`src/rtl/trans_pkg.sv`:
```
// Shared types and field layout for the transaction ingress path.
package trans_pkg;

  localparam int TRANS_W         = 128;
  localparam int WORD_W          = 32;
  localparam int WORDS_PER_TRANS = TRANS_W / WORD_W;
  localparam int SHREG_W         = TRANS_W - WORD_W;
  localparam int BIT_BLOCK_START = 9;

  localparam int SENDER_MSB   = 127;
  localparam int SENDER_LSB   = 80;
  localparam int RECEIVER_MSB = 79;
  localparam int RECEIVER_LSB = 32;
  localparam int AMOUNT_MSB   = 31;
  localparam int AMOUNT_LSB   = 10;
  localparam int RSVD_MSB     = 8;
  localparam int RSVD_LSB     = 0;

  typedef struct packed {
    logic [SENDER_MSB-SENDER_LSB:0]     sender;
    logic [RECEIVER_MSB-RECEIVER_LSB:0] receiver;
    logic [AMOUNT_MSB-AMOUNT_LSB:0]     amount;
    logic                               bs;
    logic [RSVD_MSB-RSVD_LSB:0]         rsvd;
  } trans_t;

endpackage

```
`src/rtl/trans_fifo.sv`:
```
// Synchronous FWFT FIFO. The head entry lives in a dedicated output register;
// entries behind it sit in a register array. level_o counts head + array.
module trans_fifo #(
  parameter int W     = 128,
  parameter int DEPTH = 16,
  localparam int AW   = $clog2(DEPTH),
  localparam int CW   = AW + 1
) (
  input  logic          clk,
  input  logic          rst_n,
  input  logic          push_i,
  input  logic [W-1:0]  din_i,
  input  logic          pop_i,
  output logic [W-1:0]  dout_o,
  output logic          valid_o,
  output logic [CW-1:0] level_o,
  output logic          full_o
);

  logic [W-1:0]  mem_q [DEPTH];
  logic [AW-1:0] wr_ptr_q, wr_ptr_d;
  logic [AW-1:0] rd_ptr_q, rd_ptr_d;
  logic [CW-1:0] count_q, count_d;
  logic [W-1:0]  head_q, head_d;
  logic          head_vld_q, head_vld_d;
  logic          push, pop, mem_empty, head_free, mem_wr;

  assign full_o  = (count_q == CW'(DEPTH));
  assign push    = push_i & ~full_o;
  assign pop     = pop_i & head_vld_q;
  assign dout_o  = head_q;
  assign valid_o = head_vld_q;
  assign level_o = count_q;

  // Head refill: from the array when it holds data, else bypass the incoming entry
  always_comb begin
    wr_ptr_d   = wr_ptr_q;
    rd_ptr_d   = rd_ptr_q;
    head_d     = head_q;
    head_vld_d = head_vld_q;
    mem_wr     = 1'b0;
    mem_empty  = ((count_q - CW'(head_vld_q)) == '0);
    head_free  = ~head_vld_q | pop;
    count_d    = count_q + CW'(push) - CW'(pop);
    if (head_free) begin
      if (!mem_empty) begin
        head_d     = mem_q[rd_ptr_q];
        head_vld_d = 1'b1;
        rd_ptr_d   = rd_ptr_q + 1'b1;
      end else if (push) begin
        head_d     = din_i;
        head_vld_d = 1'b1;
      end else begin
        head_vld_d = 1'b0;
      end
    end
    if (push && !(head_free && mem_empty)) begin
      mem_wr   = 1'b1;
      wr_ptr_d = wr_ptr_q + 1'b1;
    end
  end

  // Pointer, count and head registers
  always_ff @(posedge clk or negedge rst_n) begin
    if (!rst_n) begin
      wr_ptr_q   <= '0;
      rd_ptr_q   <= '0;
      count_q    <= '0;
      head_q     <= '0;
      head_vld_q <= 1'b0;
    end else begin
      wr_ptr_q   <= wr_ptr_d;
      rd_ptr_q   <= rd_ptr_d;
      count_q    <= count_d;
      head_q     <= head_d;
      head_vld_q <= head_vld_d;
    end
  end

  // Storage array; contents are don't-care until written
  always_ff @(posedge clk) begin
    if (mem_wr) mem_q[wr_ptr_q] <= din_i;
  end

endmodule

```
`src/rtl/trans_ingress_deser.sv`:
```
// Packs 32-bit words into 128-bit transactions, forces the block-start bit
// where requested, and queues transactions toward the validator.
module trans_ingress_deser
  import trans_pkg::*;
#(
  parameter int FIFO_DEPTH = 16,
  localparam int LW        = $clog2(FIFO_DEPTH) + 1
) (
  input  logic               clk,
  input  logic               rst_n,
  input  logic [WORD_W-1:0]  word_i,
  input  logic               word_valid_i,
  input  logic               word_last_i,
  output logic               word_ready_o,
  input  logic               block_start_i,
  output logic [TRANS_W-1:0] data_o,
  output logic               valid_o,
  input  logic               ack_i,
  output logic [LW-1:0]      level_o,
  output logic               frame_err_o
);

  logic [1:0]         word_idx_q, word_idx_d;
  logic [SHREG_W-1:0] shreg_q, shreg_d;
  logic               force_bs_q, force_bs_d;
  logic               frame_err_q, frame_err_d;
  logic               fifo_full, accept, push;
  trans_t             push_data;

  // Ready depends only on FIFO state; held low while in reset
  assign word_ready_o = rst_n & ~fifo_full;
  assign accept       = word_valid_i & word_ready_o;
  assign frame_err_o  = frame_err_q;

  // Assembler: slot fill, framing checks, block-start forcing
  always_comb begin
    word_idx_d   = word_idx_q;
    shreg_d      = shreg_q;
    force_bs_d   = force_bs_q | block_start_i;
    frame_err_d  = 1'b0;
    push         = 1'b0;
    push_data    = trans_t'({shreg_q, word_i});
    push_data.bs = push_data.bs | force_bs_q;
    if (accept) begin
      if (word_idx_q == 2'd3) begin
        word_idx_d = 2'd0;
        if (word_last_i) begin
          push       = 1'b1;
          // A strobe coinciding with this push applies to the next transaction
          force_bs_d = block_start_i;
        end else begin
          frame_err_d = 1'b1;
        end
      end else if (word_last_i) begin
        word_idx_d  = 2'd0;
        frame_err_d = 1'b1;
      end else begin
        case (word_idx_q)
          2'd0:    shreg_d[95:64] = word_i;
          2'd1:    shreg_d[63:32] = word_i;
          default: shreg_d[31:0]  = word_i;
        endcase
        word_idx_d = word_idx_q + 2'd1;
      end
    end
  end

  // Assembler state
  always_ff @(posedge clk or negedge rst_n) begin
    if (!rst_n) begin
      word_idx_q  <= 2'd0;
      shreg_q     <= '0;
      force_bs_q  <= 1'b1;
      frame_err_q <= 1'b0;
    end else begin
      word_idx_q  <= word_idx_d;
      shreg_q     <= shreg_d;
      force_bs_q  <= force_bs_d;
      frame_err_q <= frame_err_d;
    end
  end

  trans_fifo #(
    .W     (TRANS_W),
    .DEPTH (FIFO_DEPTH)
  ) u_fifo (
    .clk     (clk),
    .rst_n   (rst_n),
    .push_i  (push),
    .din_i   (push_data),
    .pop_i   (ack_i),
    .dout_o  (data_o),
    .valid_o (valid_o),
    .level_o (level_o),
    .full_o  (fifo_full)
  );

endmodule

```
`config.mk`:
```
export PLATFORM = sky130hd
export DESIGN_NAME = trans_ingress_deser
export DESIGN_NICKNAME = d
export VERILOG_FILES = /design/src/rtl/trans_pkg.sv /design/src/rtl/trans_fifo.sv /design/src/rtl/trans_ingress_deser.sv
export SDC_FILE = /design/constraint.sdc
export NUM_CORES = 2
export LEC_CHECK = 0
export ABC_AREA = 0
export BUFFER_PORTS_ARGS = -buffer_cell sky130_fd_sc_hd__buf_2
export CAP_MARGIN = 20
export CORE_ASPECT_RATIO = 2
export CORE_MARGIN = 2
export CORE_UTILIZATION = 65
export CTS_BUF_LIST = sky130_fd_sc_hd__clkbuf_8
export DETAILED_ROUTE_END_ITERATION = 16
export GPL_ROUTABILITY_DRIVEN = 0
export PLACE_DENSITY = 0.89
export SLEW_MARGIN = 5
export SYNTH_ARGS = -nofsm -noshare
export SYNTH_HDL_FRONTEND = slang
export SYNTH_SLANG_ARGS = --single-unit
```
`constraint.sdc`:
```
create_clock -name clk -period 8.45 [get_ports clk]
set_input_delay 1.69 -clock clk [delete_from_list [all_inputs] [get_ports clk]]
set_output_delay 1.69 -clock clk [all_outputs]
set_load 0.01 [all_outputs]
```
# Word-level counts from Yosys, hierarchy flattened
# Memories as Yosys holds them, arrays and structs flattened.
# Index checks and enable logic that the tools add are counted.
# totals
in_bits	38
output_inout_bits	136
memories	1
wordCells	64
regBits	242
ram_bits	2048
# op_classes
eq_ne	4
n_reduce_logical	11
addsub	6
n_mux	18
n_bitwise	13
# memory_table
memory	depth	width	read_ports	rd_clocked_by_memory_dff	wr	line_no	rtl
u_fifo.mem_q	16	128	1	0	1	trans_fifo.sv:20	logic [W-1:0] mem_q [DEPTH];
# ops
operator	n
$mux W128	2
$mux W1	14
$reduce_and A4 Y1	3
$sub A5 B1 Y5	2
$add A4 B1 Y4 const B	2
$not A1 Y1	6
$add A5 B1 Y5	1
$eq A5 B5 Y1 const B	1
$logic_not A5 Y1	1
$and A1 B1 Y1	4
$mux W2	2
$reduce_and A2 Y1	2
$or A1 B1 Y1	3
$add A2 B1 Y2 const B	1
$eq A2 B1 Y1 const B	1
$eq A2 B2 Y1 const B	1
$logic_and A1 B1 Y1	2
$logic_not A2 Y1	1
$ne A2 B1 Y1 const B	1
$reduce_or A2 Y1	1
$logic_not A1 Y1	1

# Depth between registers and ports, before layout
# depth
depth_word	10
mapped_depth	15
depth_no_buf	14

# Hierarchy
# From an unflattened synthesis, not the netlist that was laid out.
# hier_totals
cells_unflattened	4005
area_unflattened_um2	87526.4
# by_module_without_submodules
module	cells_each	instances	area_each_um2	seq_area_each_um2
trans_fifo	3771	1	83217.3	65052.4
trans_ingress_deser	234	1	4309.1	2503.7

# Least setup slack after synthesis
# OpenSTA, ideal clock, no wires.
# synth_path
path_kind	input to register
start	in rst_n
end	mem u_fifo.mem_q[4][0], enable pin
slack_ps	-100
setup_time_ps	617
arrival_time_ps	7932
path_buffers	1
path_stages	6
required_ps	7833
path_cell_list	and3b_1 buf_2 nand2_2 a31oi_2 nand3b_1 nor2_1
# synth_via
elab_chain_cells	8
# synth_lines
element	line_no	rtl
start: declaration	trans_ingress_deser.sv:10	input logic rst_n,
$and A1 B1 Y1	trans_ingress_deser.sv:31	assign word_ready_o = rst_n & ~fifo_full;
$and A1 B1 Y1	trans_ingress_deser.sv:32	assign accept = word_valid_i & word_ready_o;
$mux W1	trans_ingress_deser.sv:44	if (accept) begin
$and A1 B1 Y1	trans_fifo.sv:29	assign push = push_i & ~full_o;
$logic_and A1 B1 Y1	trans_fifo.sv:57	if (push && !(head_free && mem_empty)) begin
$mux W1	trans_fifo.sv:57	
$mux W1	trans_fifo.sv:82	if (mem_wr) mem_q[wr_ptr_q] <= din_i;
$mux W1 (implied by the code)	trans_fifo.sv:82	
end: declaration	trans_fifo.sv:20	
# Every way passes these cells.

# Final worst setup path
# layout_path
start	in rst_n
end	mem u_fifo.mem_q[1][57], enable pin
# The elaborated chain is that of the path after synthesis.

==> impl_metrics.yaml <==
route:
  num_vias: 47500
  drc: 0
  final_antenna_net_count: 0
  wl_per_cell_um: 36.3
  drtIter0Drc: 7352
  dr.pass1.iters: 6
  wl_um: 234000
  vias_per_cell: 7.35
die:
  start_util_pct: 65.4
  row_count: 190
  die_area_mm2: 0.138
  dieHeight_um: 523
  die_w_um: 264
  core_mm2: 0.134
  io_pins: 174
critical_path:
  slowest_delay_ns: 0.94
  cp_cell_sequence: "buf_8 > and3b_1 > nand2_2 > a31oi_2 > nor3b_1 > and2_4 > buf_4"
  cp_data_arrival_time_ns: 5.49
  crit_slowest_cell: "and2_4"
  critPathRequiredTime_ns: 8.95
  setup.worst_path.end_class: "register"
  crit_fanout: 51
  critPathKind: "in -> reg"
  crit_path_start_kind: "input pin"
placement:
  place_inst: 5918
  dpl.hpwl_um: 118000
  io_buffers: 173
  place_area_mm2: 0.0904
final_layout:
  post-route-util_pct: 71.8
  fin_cells: 6456
  drive_above_1_share_pct: 26.9
  nNetsFinal: 4550
  fin_area_mm2: 0.0963
  areaGrowthSynthToFinish_pct: 9.82
logic_synthesis:
  synth_ff_type: "edfxtp_1"
  synth_area_mm2: 0.0877
  syn_nets: 4255
  synthCells: 4196
  synth_area_per_cell_um2: 20.9
  yosys_warnings: 0
  synthMuxAreaShare_pct: 15.2
  ys_ff_latch: 2290
  synth_top_family_by_area: "multiplexers"
  synth_compound_area_share_pct: 4.15
  ys_async_sr_fraction_pct: 10.6
  synth-xor-area-share_pct: 0.120
  synth_edf_count: 2048
  ys_seq_area_share_pct: 77.0
  synth_adder_area_share_pct: 0.308
  ys_types: 54
  yosys.area_share.simple_pct: 1.71
cts:
  cts_setup_buffers: 0
  numCtsBuffers: 296
  cts_sinks: 2290
  cts_resized: 0
  clockRootBuffer: "clkbuf_8"
  holdBufCountCts: 0
  cts_max_level: 5
  cts_tree: "done"
  clock_path_buffers: 4
  cts.clk_slew.worst_paths_ns: 0.06
  clk-insertion-delay-late_ns: 0.91
grt:
  grt_pass1_vias: 49100
  grt_antenna_before_repair: 9
  grt.overflow.total: 0
  grt_pass1_wl_um: 337000
  grt_max_degree: 139
  grtUsageTotal_pct: 34.2
sta:
  hold_viol_final: 0
  finalClockSkew_ns: 0.0442
  tns_ns: 0
  final_max_slew_viol_count: 0
  fmax_ghz: 0.200
  rsz0062_at_grt: "no"
  setup_viol: 0
  fin_crit_sh_pct: 59.0
  fin_crit_ns: 4.99
  tightest_slew_ns: 1.18
  slew_headroom_pct: 21.3
min_path:
  min_path_type: "reg -> reg"
flow_run:
  drv_cap: 0
power:
  peakVddDrop_mv: 0.288
  powerDensity_mw_per_mm2: 338
  leakage_nw: 32.1
outcome:
  status: "finished clean"
metrics by stage:
stage               hold WS, ns  power, W  setup WS [ns]
finish                    0.493    0.0325           3.46
global route              0.511    0.0335           3.37
CTS                       0.495    0.0324           3.57
detailed placement        0.473    0.0242           2.84
global placement          0.470    0.0237           2.92
floorplan                 0.485    0.0211        -0.0996
sequential cells by signal (all words and copies together), names as in the netlist:
signal           cells
u_fifo.wr_ptr_q      4
u_fifo.level_o       5
u_fifo.rd_ptr_q      4
word_idx_q           2
u_fifo.dout_o      128
frame_err_o          1
u_fifo.mem_q      2048
shreg_q             96
force_bs_q           1
u_fifo.valid_o       1
logic make-up (layout without fill, tap and decap cells):
group / Yosys count / after routing
multiplexers: 765 / 765
buffers and inverters: 271 / 799
adder cells (fa/ha/maj): 21 / 21
flip-flops: 2290 / 2290
AND/OR/NAND/NOR: 303 / 303
AO/OA/AOI/OAI: 534 / 534
XOR/XNOR: 12 / 12
other: 0 / 4
where the power goes:
part / internal (W) / total [W] / leakage (nW) / switching (W)
sequential: 0.0140 / 0.0158 / 21.4 / 0.00181
clock: 0.00410 / 0.00824 / 3.35 / 0.00414
combinational: 0.00376 / 0.00847 / 7.42 / 0.00471
total: 0.0219 / 0.0325 / 32.1 / 0.0107
cell usage after synthesis, drive strengths merged, types with 3 or more instances:
| cell type | n | area, um^2 |
|---|---|---|
| a2111oi | 5 | 43.8 |
| a211oi | 47 | 353 |
| a21oi | 90 | 458 |
| a221oi | 20 | 175 |
| a22o | 5 | 43.8 |
| a22oi | 45 | 338 |
| a31oi | 42 | 269 |
| and2 | 17 | 106 |
| and3 | 21 | 131 |
| buf | 171 | 947 |
| clkbuf | 81 | 304 |
| dfrtp | 241 | 6030 |
| edfxtp | 2048 | 61500 |
| ha | 20 | 250 |
| inv | 19 | 71.3 |
| mux2 | 140 | 1580 |
| mux2i | 187 | 1870 |
| mux4 | 438 | 9860 |
| nand2 | 49 | 186 |
| nand2b | 28 | 175 |
| nand3 | 9 | 45.0 |
| nor2 | 115 | 442 |
| nor2b | 11 | 68.8 |
| o211ai | 43 | 323 |
| o21ai | 63 | 315 |
| o22ai | 80 | 500 |
| o2bb2ai | 87 | 762 |
| or2 | 3 | 18.8 |
| or3 | 40 | 250 |
| xnor2 | 9 | 78.8 |
| xor2 | 3 | 26.3 |
routing by layer:
metal,up-vias,GRT usage [%],wire length (um),share of wire (%)
met5,-,0,78,0.033
met4,12,20.6,15200,6.5
met3,962,7.53,27800,12
met2,4590,57.0,118000,51
met1,24000,41.4,72600,31
li1,18000,-,-,-
area by class of cell:
| cell class | instances | area [um^2] |
|---|---|---|
| Antenna cell | 4 | 10.0 |
| Multi-Input combinational cell | 1635 | 19000 |
| Clock buffer | 337 | 4640 |
| Tap cell | 1728 | 2160 |
| Inverter | 19 | 71.3 |
| Timing Repair Buffer | 249 | 1690 |
| Clock inverter | 194 | 1220 |
| Sequential cell | 2290 | 67600 |
| Fill cell | 6819 | 37800 |
placed cells by master (no fill, tap or decap), drive strengths merged, types with 28 or more instances in the layout:
| cell | instances |
|---|---|
| a22oi | 45 |
| nand2 | 49 |
| o2bb2ai | 87 |
| nand2b | 28 |
| mux4 | 438 |
| mux2i | 187 |
| mux2 | 140 |
| inv | 123 |
| a211oi | 47 |
| buf | 248 |
| a31oi | 42 |
| clkinv | 62 |
| o21ai | 63 |
| a21oi | 90 |
| o211ai | 43 |
| o22ai | 80 |
| clkbuf | 337 |
| edfxtp | 2048 |
| or3 | 40 |
| nor2 | 115 |
| dfrtp | 241 |
critical path: cells and delay by family:
| family | cells | cell delay (ns) |
|---|---|---|
| and+or+nand+nor | 4 | 2.15 |
| buffers and inverters | 2 | 0.96 |
| AOI/OAI and AO/OA | 1 | 0.58 |
path summary, 6_finish.rpt:
check                                               from                              to  slack [ns]  cells past startpoint
setup / recovery                                   rst_n   u_fifo.mem_q[1][57]$_DFFE_PP_        3.46                      7
hold / removal             u_fifo.dout_o[87]$_DFFE_PN0P_   u_fifo.dout_o[87]$_DFFE_PN0P_        0.49                      1
setup reg to reg             u_fifo.level_o[2]$_DFF_PN0_   u_fifo.mem_q[1][57]$_DFFE_PP_        3.56                      9
hold reg to reg            u_fifo.dout_o[87]$_DFFE_PN0P_   u_fifo.dout_o[87]$_DFFE_PN0P_        0.49                      1
max in group asynchronous                          rst_n  u_fifo.rd_ptr_q[2]$_DFFE_PN0P_        5.82                      3
min in group asynchronous                          rst_n  u_fifo.dout_o[113]$_DFFE_PN0P_        0.63                      1
Power figures use the tool's default switching activity.
